===== src/rtl/mealy_pkg.sv =====
// Shared types and constants for the "0101" stream sequencer and its
// bit-serial Mealy detector.
//   det_state_t  : detector state, S0..S3 = 2'b00..2'b11 (matched-prefix length)
//   ctrl_state_t : word sequencer state IDLE / SHIFT / DONE
//   PATTERN      : the overlapping sequence being detected, first bit in [3]
package mealy_pkg;

    typedef enum logic [1:0] {
        S0 = 2'b00,
        S1 = 2'b01,
        S2 = 2'b10,
        S3 = 2'b11
    } det_state_t;

    typedef enum logic [1:0] {
        IDLE  = 2'b00,
        SHIFT = 2'b01,
        DONE  = 2'b10
    } ctrl_state_t;

    localparam logic [3:0] PATTERN = 4'b0101;

endpackage


===== src/rtl/seq_detect_core.sv =====
// Bit-serial Mealy detector for the overlapping "0101" sequence.
// Ports:
//   clk     in  rising-edge clock
//   reset   in  asynchronous active-low reset, state -> S0
//   en      in  step the detector with bit_in this cycle
//   clr     in  force state to S0 at the next edge; wins over en
//   bit_in  in  current serial bit
//   det_out out combinational match flag for the current bit (S3 and bit_in==1)
module seq_detect_core
    import mealy_pkg::*;
(
    input  logic clk,
    input  logic reset,
    input  logic en,
    input  logic clr,
    input  logic bit_in,
    output logic det_out
);

    det_state_t state_q;
    det_state_t state_d;

    // State register
    always_ff @(posedge clk or negedge reset) begin
        if (!reset) begin
            state_q <= S0;
        end else begin
            state_q <= state_d;
        end
    end

    // Next-state and Mealy output; state index is the matched prefix length of PATTERN
    always_comb begin
        state_d = state_q;
        det_out = 1'b0;
        if (clr) begin
            state_d = S0;
        end else if (en) begin
            case (state_q)
                S0: state_d = bit_in ? S0 : S1;
                S1: state_d = bit_in ? S2 : S1;
                S2: state_d = bit_in ? S0 : S3;
                S3: begin
                    state_d = bit_in ? S2 : S1;
                    det_out = bit_in;
                end
                default: state_d = S0;
            endcase
        end
    end

endmodule


===== src/rtl/mealy_stream_ctrl.sv =====
// Word sequencer around the "0101" Mealy detector: accepts WIDTH-bit words on a
// valid/ready handshake, shifts them MSB-first into the detector one bit per
// clock, and returns the per-word match count on a second valid/ready handshake.
// Optional feature macro: MATCH_MAP_EN adds the out_map port and map register.
// Ports:
//   clk, reset      clock and asynchronous active-low reset
//   in_valid/ready  word handshake; in_ready is high only in IDLE
//   in_data         word, bit WIDTH-1 shifted first
//   cfg_keep_state  sampled at accept: 1 keeps detector state, 0 clears it to S0
//   out_valid/ready result handshake; result held stable until taken
//   out_count       number of matches in the word
//   out_map         match bitmap (MATCH_MAP_EN only)
module mealy_stream_ctrl
    import mealy_pkg::*;
#(
    parameter  int unsigned WIDTH = 8,
    localparam int unsigned CW    = $clog2(WIDTH + 1)
) (
    input  logic             clk,
    input  logic             reset,
    input  logic             in_valid,
    output logic             in_ready,
    input  logic [WIDTH-1:0] in_data,
    input  logic             cfg_keep_state,
    output logic             out_valid,
    input  logic             out_ready,
    output logic [CW-1:0]    out_count
`ifdef MATCH_MAP_EN
    ,
    output logic [WIDTH-1:0] out_map
`endif
);

    localparam int unsigned BW = $clog2(WIDTH);

    ctrl_state_t      state_q;
    ctrl_state_t      state_d;
    logic [WIDTH-1:0] shreg_q;
    logic [BW-1:0]    bitcnt_q;
    logic [CW-1:0]    count_q;
    logic             accept;
    logic             last_bit;
    logic             det_en;
    logic             det_clr;
    logic             det_out;

    // Next-state and datapath controls
    always_comb begin
        state_d  = state_q;
        accept   = 1'b0;
        det_en   = 1'b0;
        det_clr  = 1'b0;
        last_bit = (bitcnt_q == BW'(WIDTH - 1));
        case (state_q)
            IDLE: begin
                if (in_valid && in_ready) begin
                    accept  = 1'b1;
                    det_clr = !cfg_keep_state;
                    state_d = SHIFT;
                end
            end
            SHIFT: begin
                det_en = 1'b1;
                if (last_bit) begin
                    state_d = DONE;
                end
            end
            DONE: begin
                if (out_ready) begin
                    state_d = IDLE;
                end
            end
            default: state_d = IDLE;
        endcase
    end

    // State register; handshake flags registered from the next state
    always_ff @(posedge clk or negedge reset) begin
        if (!reset) begin
            state_q   <= IDLE;
            in_ready  <= 1'b1;
            out_valid <= 1'b0;
        end else begin
            state_q   <= state_d;
            in_ready  <= (state_d == IDLE);
            out_valid <= (state_d == DONE);
        end
    end

    // Shift register, bit counter and match count
    always_ff @(posedge clk or negedge reset) begin
        if (!reset) begin
            shreg_q  <= '0;
            bitcnt_q <= '0;
            count_q  <= '0;
        end else if (accept) begin
            shreg_q  <= in_data;
            bitcnt_q <= '0;
            count_q  <= '0;
        end else if (det_en) begin
            shreg_q  <= {shreg_q[WIDTH-2:0], 1'b0};
            bitcnt_q <= bitcnt_q + BW'(1);
            if (det_out) begin
                count_q <= count_q + CW'(1);
            end
        end
    end

`ifdef MATCH_MAP_EN
    logic [WIDTH-1:0] map_q;

    // Match bitmap: bit k in shift order lands at position WIDTH-1-k, aligned with in_data
    always_ff @(posedge clk or negedge reset) begin
        if (!reset) begin
            map_q <= '0;
        end else if (accept) begin
            map_q <= '0;
        end else if (det_en && det_out) begin
            map_q[BW'(WIDTH - 1) - bitcnt_q] <= 1'b1;
        end
    end

    assign out_map = map_q;
`endif

    assign out_count = count_q;

    seq_detect_core u_det (
        .clk    (clk),
        .reset  (reset),
        .en     (det_en),
        .clr    (det_clr),
        .bit_in (shreg_q[WIDTH-1]),
        .det_out(det_out)
    );

endmodule


===== config.mk =====
export PLATFORM = sky130hd
export DESIGN_NAME = mealy_stream_ctrl
export DESIGN_NICKNAME = d
export VERILOG_FILES = /design/src/rtl/mealy_pkg.sv /design/src/rtl/seq_detect_core.sv /design/src/rtl/mealy_stream_ctrl.sv
export SDC_FILE = /design/constraint.sdc
export NUM_CORES = 1
export LEC_CHECK = 0
export ABC_AREA = 1
export CELL_PAD_IN_SITES_DETAIL_PLACEMENT = 1
export CELL_PAD_IN_SITES_GLOBAL_PLACEMENT = 1
export CORE_ASPECT_RATIO = 0.7
export CORE_MARGIN = 3
export CORE_UTILIZATION = 34
export CTS_CLUSTER_SIZE = 30
export DETAILED_ROUTE_END_ITERATION = 10
export PLACE_DENSITY_LB_ADDON = 0.1
export SYNTH_ARGS = -nofsm -noshare
export SYNTH_HDL_FRONTEND = slang
export SYNTH_SLANG_ARGS = --single-unit

===== constraint.sdc =====
create_clock -name clk -period 1.2 [get_ports clk]
set_input_delay 0.24 -clock clk [delete_from_list [all_inputs] [get_ports clk]]
set_output_delay 0.24 -clock clk [all_outputs]
set_load 0.1 [all_outputs]

==> flow_metrics.py, run 1 <==
metrics = {
    "synth": {
        "synth_area_um2": 1000,
        "synth_top_family_by_area": "simple AND/OR/NAND/NOR gates",
        "yosys.area.top_type_share_pct": 50.1,
        "synth-main-ff-cell": "dfrtp_1",
        "synth_mux_area_share_pct": 0,
        "synth_most_common_cell": "nand2_1",
        "synth_cell_types": 20,
        "synth_compound_area_share_pct": 5.76,
        "syn_avg_cell_area_um2": 8.85,
        "yosysWarningCount": 0,
        "synthArstFlopShare_pct": 100,
        "syn-instance-count": 113,
        "synth_xor_area_share_pct": 0.876,
        "synth_edf_count": 0,
        "synth-simple-area-share_pct": 31.7,
        "synth_top_area_cell": "dfrtp_1",
        "ys_seq_area_share_pct": 52.7,
        "synth_commonest_cells": "nand2_1 (35), nand3_1 (22), dfrtp_1 (20)",
        "synth_nets": 129,
        "yosys_register_bits": 21,
        "netlist_top_cells_area": "dfrtp_1 (50%), nand2_1 (13%), nand3_1 (11%)",
        "synthAdderAreaFrac_pct": 3.75,
    },
    "placement": {
        "dp.final_hpwl_mm": 1.93,
        "numPortBuffers": 18,
        "gp_congestion": 0.796,
        "dp_cells": 174,
    },
    "clocking": {
        "clkLatencyLatePin_ns": 0.27,
        "h-tree-depth": 1,
        "cts_hold_buf": 0,
        "clockRootBuffer": "clkbuf_8",
        "clk_pin_slew_ns": 0.08,
        "cts_tree": "built",
        "cts.sinks": 21,
        "cts_buffers": 3,
        "cts_buffer_depth": 2,
    },
    "floorplan": {
        "die-area_um2": 3640,
        "row_count": 15,
        "core_um2": 2630,
        "die_height_um": 51.4,
        "die_w_um": 70.8,
        "pin_count": 19,
        "start_util_pct": 38.0,
    },
    "timing": {
        "worst_pin_slew_ns": 0.340,
        "hold_slack_ns": 0.284,
        "period_needed_ns": 1.39,
        "fmax_mhz": 721,
        "setup_viol": 20,
        "rsz0062_at_grt": "yes",
        "setup_ws_ns": -0.187,
        "fin_crit_sh_pct": 116,
        "slew_headroom_pct": 77.1,
        "drv_slew": 0,
        "fin_skew_ns": 0.00449,
        "hold_violations": 0,
    },
    "run_status": {
        "outcome": "complete, but fails checks",
        "violations": "negative setup slack",
    },
    "critical_path": {
        "startpoint": "in_ready",
        "start_kind": "flip-flop",
        "cp.required_ns": 0.96,
        "arrival_ns": 1.15,
        "crit_type": "flip-flop to primary output",
        "end_kind": "primary output",
        "regToRegStartpoint": "in_ready",
        "path_max_fanout": 2,
    },
    "routing": {
        "antenna_left": 0,
        "first_pass_iters": 4,
        "drc": 0,
        "num_vias": 914,
        "vias_per_cell": 4.91,
        "wl_mm": 2.83,
        "wl_per_cell_um": 15.2,
        "drt_iter0_markers": 49,
    },
    "finish": {
        "regArea_um2": 536,
        "layout-drive-gt1-share_pct": 39.5,
        "instances_no_fill": 186,
        "multi_input_area_um2": 523,
        "area_growth_pct": 59.6,
        "post-route-util_pct": 60.7,
        "fin_nets": 169,
        "n_fill_cell": 295,
        "n_antenna_cell": 0,
    },
    "worst_hold_path": {
        "hold_path.class": "input pin to asynchronous set/reset pin",
    },
    "grt": {
        "track_usage_pct": 16.7,
        "antenna_found_initial": 0,
        "grt_pass1_vias": 984,
        "gr-total-overflow": 0,
        "grt_pass1_wl_mm": 4.71,
        "grt_max_degree": 14,
    },
    "power_and_ir_drop": {
        "max-vdd-ir-drop_mv": 1.12,
        "powerDensity_nw_per_um2": 2510,
        "total_power_w": 0.00401,
        "p_leak_nw": 0.756,
    },
    "flow_run": {
        "maxCapViolCount": 0,
    },
}
-- final timing paths --
| check | endpoint | slack [ns] | depth (start not counted) |
|---|---|---|---|
| worst min-delay path | out_valid | 0.28 | 2 |
| worst min register to register | shreg_q[0] | 0.48 | 2 |
| max in group asynchronous | in_ready | 0.71 | 2 |
| worst max-delay path | in_ready | -0.19 | 2 |
| min in group clk | shreg_q[0] | 0.48 | 2 |
| worst max register to register | out_count[3] | -0.14 | 7 |
-- registers in the layout (all words and copies together), names as in the netlist --
register / count
out_valid: 1
bitcnt_q: 3
out_count: 4
u_det.state_q: 2
state_q: 2
shreg_q: 8
in_ready: 1
-- through the flow --
step	instance area (um^2)	setup TNS (ns)	setup WS (ns)
2_1_floorplan	1030	-2.82	-0.199
3_3_place_gp	1370	-2.20	-0.162
3_5_place_dp	1370	-2.73	-0.189
4_1_cts	1500	-1.73	-0.185
5_1_grt	1600	-3.36	-0.222
6_report	1600	-2.13	-0.187
-- where the power goes --
part / internal, W / switching (W) / leakage (nW)
Sequential: 0.00101 / 0.000242 / 0.264
Clock: 0.000238 / 0.000250 / 0.0228
Combinational: 0.000945 / 0.00133 / 0.469
-- cells in the final DEF, fill, tap and decap left out, drive strengths merged --
| cell type | count |
|---|---|
| o31ai | 2 |
| o21ai | 5 |
| buf | 24 |
| nand4 | 2 |
| clkdlybuf4s50 | 12 |
| dfrtp | 20 |
| clkbuf | 4 |
| a21oi | 2 |
| xor2 | 1 |
| ha | 3 |
| nor2 | 7 |
| nand2 | 39 |
| inv | 8 |
| dfstp | 1 |
| nand3 | 22 |
-- worst max-delay path: stages (launching register included) --
cell	delay (ns)
dfstp_4	0.62
buf_6	0.09
buf_12	0.16
-- per-layer routing --
| metal | share of wire (%) | global-route usage (%) | routed length [um] |
|---|---|---|---|
| met5 | 0 | 0 | 0 |
| met4 | 0.95 | 3.75 | 27 |
| met1 | 50 | 23.4 | 1410 |
| met3 | 3.9 | 4.72 | 111 |
| met2 | 45 | 25.5 | 1280 |
-- cell type report --
class                   instances  share of cell area [%]
clock buffers                   4                    2.82
inverters                       8                    2.67
multi-input cells              83                    32.8
flip-flops and latches         21                    33.6
well taps                      34                    2.67
repair buffers                 36                    25.5
-- cells by family after synthesis --
kind of cell	after synthesis
adder cells (fa/ha/maj)	3
AND/OR/NAND/NOR	69
flip-flops	21
AO/OA/AOI/OAI	9
XOR/XNOR	1
buffers and inverters	10
-- what timing repair did --
item                       CTS  global route
gates resized for setup      8            19
setup endpoints to repair   16            22
buffers inserted             4             3
gates cloned                 1             0
pin swaps                    0             3
(Power assumes the default switching activity.)
==> run 2: changes to the inputs <==
- ABC_AREA: 1 -> 0
- CORE_UTILIZATION: 34 -> 38
- SLEW_MARGIN: default -> 10
- clock period: 1.2 -> 1.45 ns (I/O delays scaled with it)
==> run 2 against run 1 <==
Net effect: the flow now finishes without violations; sequential share of layout area is 8.3 points higher; global-route usage fell by 1.5 points; cell area decreased by 20%; synthesized area shrank 4.0%; non-clock buffer count decreased by 14; critical path depth is 1 lower; total power is 31% lower; hold slack improved by 0.026 ns; combinational power decreased by 38%; clock-buffer cell count unchanged; critical path type unchanged; largest cell class unchanged; largest power group unchanged.
==> flow_metrics.py, run 2 <==
metrics = {
    "run_status": {
        "outcome": "finished, final reports clean",
    },
    "clocking": {
        "cts_tree": "built",
        "cts_setup_buffers": 0,
        "clockRootBuffer": "clkbuf_4",
        "cts.sinks": 21,
        "cts_buffer_depth": 2,
        "cts_buffers": 3,
        "h-tree-depth": 1,
        "clk_pin_slew_ns": 0.11,
        "clkLatencyLatePin_ns": 0.30,
    },
    "finish": {
        "mostFrequentLayoutCells": "dfrtp_1 (17), nand2_1 (16), clkdlybuf4s50_1 (12), nand3_1 (10)",
        "layout-drive-gt1-share_pct": 17.7,
        "top_register": "shreg_q",
        "n_antenna_cell": 0,
        "n_fill_cell": 261,
        "area_growth_pct": 33.1,
        "fin_area_um2": 1280,
        "final_common_cell": "dfrtp_1",
        "largest_reg_flops": 8,
        "post-route-util_pct": 56.1,
        "fin_nets": 130,
    },
    "grt": {
        "grt_pass1_vias": 745,
        "grt_pass1_wl_mm": 3.55,
        "gr-total-overflow": 0,
        "antenna_found_initial": 0,
        "grt_max_degree": 22,
        "track_usage_pct": 15.2,
    },
    "floorplan": {
        "die_height_um": 48.0,
        "pin_count": 19,
        "start_util_pct": 42.1,
        "row_count": 14,
        "core_um2": 2280,
        "die_w_um": 66.1,
        "die-area_um2": 3170,
    },
    "timing": {
        "worst_pin_slew_ns": 0.359,
        "hold_violations": 0,
        "fin_crit_sh_pct": 98.1,
        "rsz0062_at_grt": "yes",
        "hold_slack_ns": 0.309,
        "fmax_mhz": 703,
        "setup_viol": 0,
        "period_needed_ns": 1.42,
        "fin_skew_ns": 0.00136,
        "slew_headroom_pct": 76.0,
        "drv_slew": 0,
        "setup_ws_ns": 0.0278,
    },
    "synth": {
        "synth_most_common_cell": "dfrtp_1",
        "yosys_register_bits": 21,
        "syn_avg_cell_area_um2": 10.4,
        "synth_commonest_cells": "dfrtp_1 (20), nand2_1 (16), nand3_1 (10)",
        "synth_edf_count": 0,
        "synthArstFlopShare_pct": 100,
        "synth_area_um2": 960,
        "synth_cell_types": 26,
        "yosys.area.top_type_share_pct": 52.2,
        "synth_nets": 108,
        "syn-instance-count": 92,
        "ys_seq_area_share_pct": 54.9,
        "synth_top_area_cell": "dfrtp_1",
        "synth-main-ff-cell": "dfrtp_1",
        "netlist_top_cells_area": "dfrtp_1 (52%), nand2_1 (6.3%), nand3_1 (5.2%)",
        "yosysWarningCount": 0,
    },
    "power_and_ir_drop": {
        "max-vdd-ir-drop_mv": 0.877,
        "p_leak_nw": 0.595,
        "total_power_w": 0.00275,
        "powerDensity_nw_per_um2": 2150,
    },
    "routing": {
        "antenna_left": 0,
        "first_pass_iters": 4,
        "num_vias": 766,
        "wl_per_cell_um": 14.7,
        "drt_iter0_markers": 22,
        "wl_mm": 2.13,
        "drc": 0,
        "vias_per_cell": 5.28,
    },
    "critical_path": {
        "slowest_stage": "dfstp_4",
        "crit_type": "flip-flop to primary output",
        "path_buf_inv": 1,
        "cp.required_ns": 1.16,
        "crit_family": "flip-flops",
        "path_cells": "buf_12",
        "slowest_delay_ns": 0.66,
        "arrival_ns": 1.13,
        "start_kind": "flip-flop",
        "path_max_fanout": 3,
        "end_kind": "primary output",
    },
    "placement": {
        "post-place-ws_ns": -0.00352,
        "dp.final_hpwl_mm": 1.60,
        "numPortBuffers": 18,
        "gp_congestion": 0.696,
        "placed_cell_area_um2": 1250,
    },
    "worst_hold_path": {
        "hold_path.class": "input pin to asynchronous set/reset pin",
    },
    "flow_run": {
        "maxCapViolCount": 0,
    },
}
-- run 2: cell count changes after synthesis, moves of 3 or more --
cell / before / now
nand2_1: 35 / 16
nand3_1: 22 / 10
a22oi_1: 0 / 6
buf_2: 0 / 3
inv_1: 5 / 2
inv_2: 3 / 0
nand2_2: 3 / 0
o211ai_1: 0 / 3
-- run 2: worst paths after layout --
check | depth (start not counted) | slack, ns | from | end
min in group clk | 2 | 0.51 | shreg_q[3] | shreg_q[3]
max in group asynchronous | 2 | 0.87 | reset | in_ready
max | 1 | 0.03 | in_ready | in_ready
min | 2 | 0.31 | reset | out_count[0]
min reg2reg | 2 | 0.51 | shreg_q[3] | shreg_q[3]
max reg2reg | 3 | 0.14 | state_q[1] | out_count[3]
-- run 2: stage by stage --
step / TNS, ns / std cells
2_1_floorplan: 0 / 92
3_3_place_gp: 0 / 141
3_5_place_dp: -0.00698 / 141
4_1_cts: 0 / 145
5_1_grt: -0.0120 / 145
6_report: 0 / 145
-- run 2: report_power, final --
group	internal (W)	switching [W]	total [W]
Clock	0.000107	0.000175	0.000282
Combinational	0.000536	0.000859	0.00140
Sequential	0.000838	0.000234	0.00107
Total	0.00148	0.00127	0.00275
-- run 2: logic make-up after synthesis --
| logic type | Yosys count | synth area share (%) |
|---|---|---|
| and+or+nand+nor | 39 | 22.4 |
| AOI/OAI and AO/OA | 22 | 15.3 |
| adders and majority gates | 3 | 3.91 |
| DFF | 21 | 54.9 |
| buffers and inverters | 7 | 3.52 |
-- run 2: repair_timing --
action,in CTS,in global routing
endpoints found under the setup margin,0,1
resized for setup,0,0
hold buffers,0,0
-- run 2: cell type report --
cell class / count / area [um^2] / area share [%]
multi-input cells: 64 / 399 / 31.2
repair buffers: 22 / 270 / 21.2
well taps: 32 / 40.0 / 3.13
flip-flops and latches: 21 / 534 / 41.8
inverters: 2 / 7.51 / 0.588
clock buffers: 4 / 26.3 / 2.06
-- run 2: routing by layer --
metal	vias to the layer above	track usage, %	routed length (um)
met3	4	5.16	98
li1	374	-	-
met2	12	24.7	962
met5	-	0	0
met4	0	4.05	18
met1	376	19.7	1050
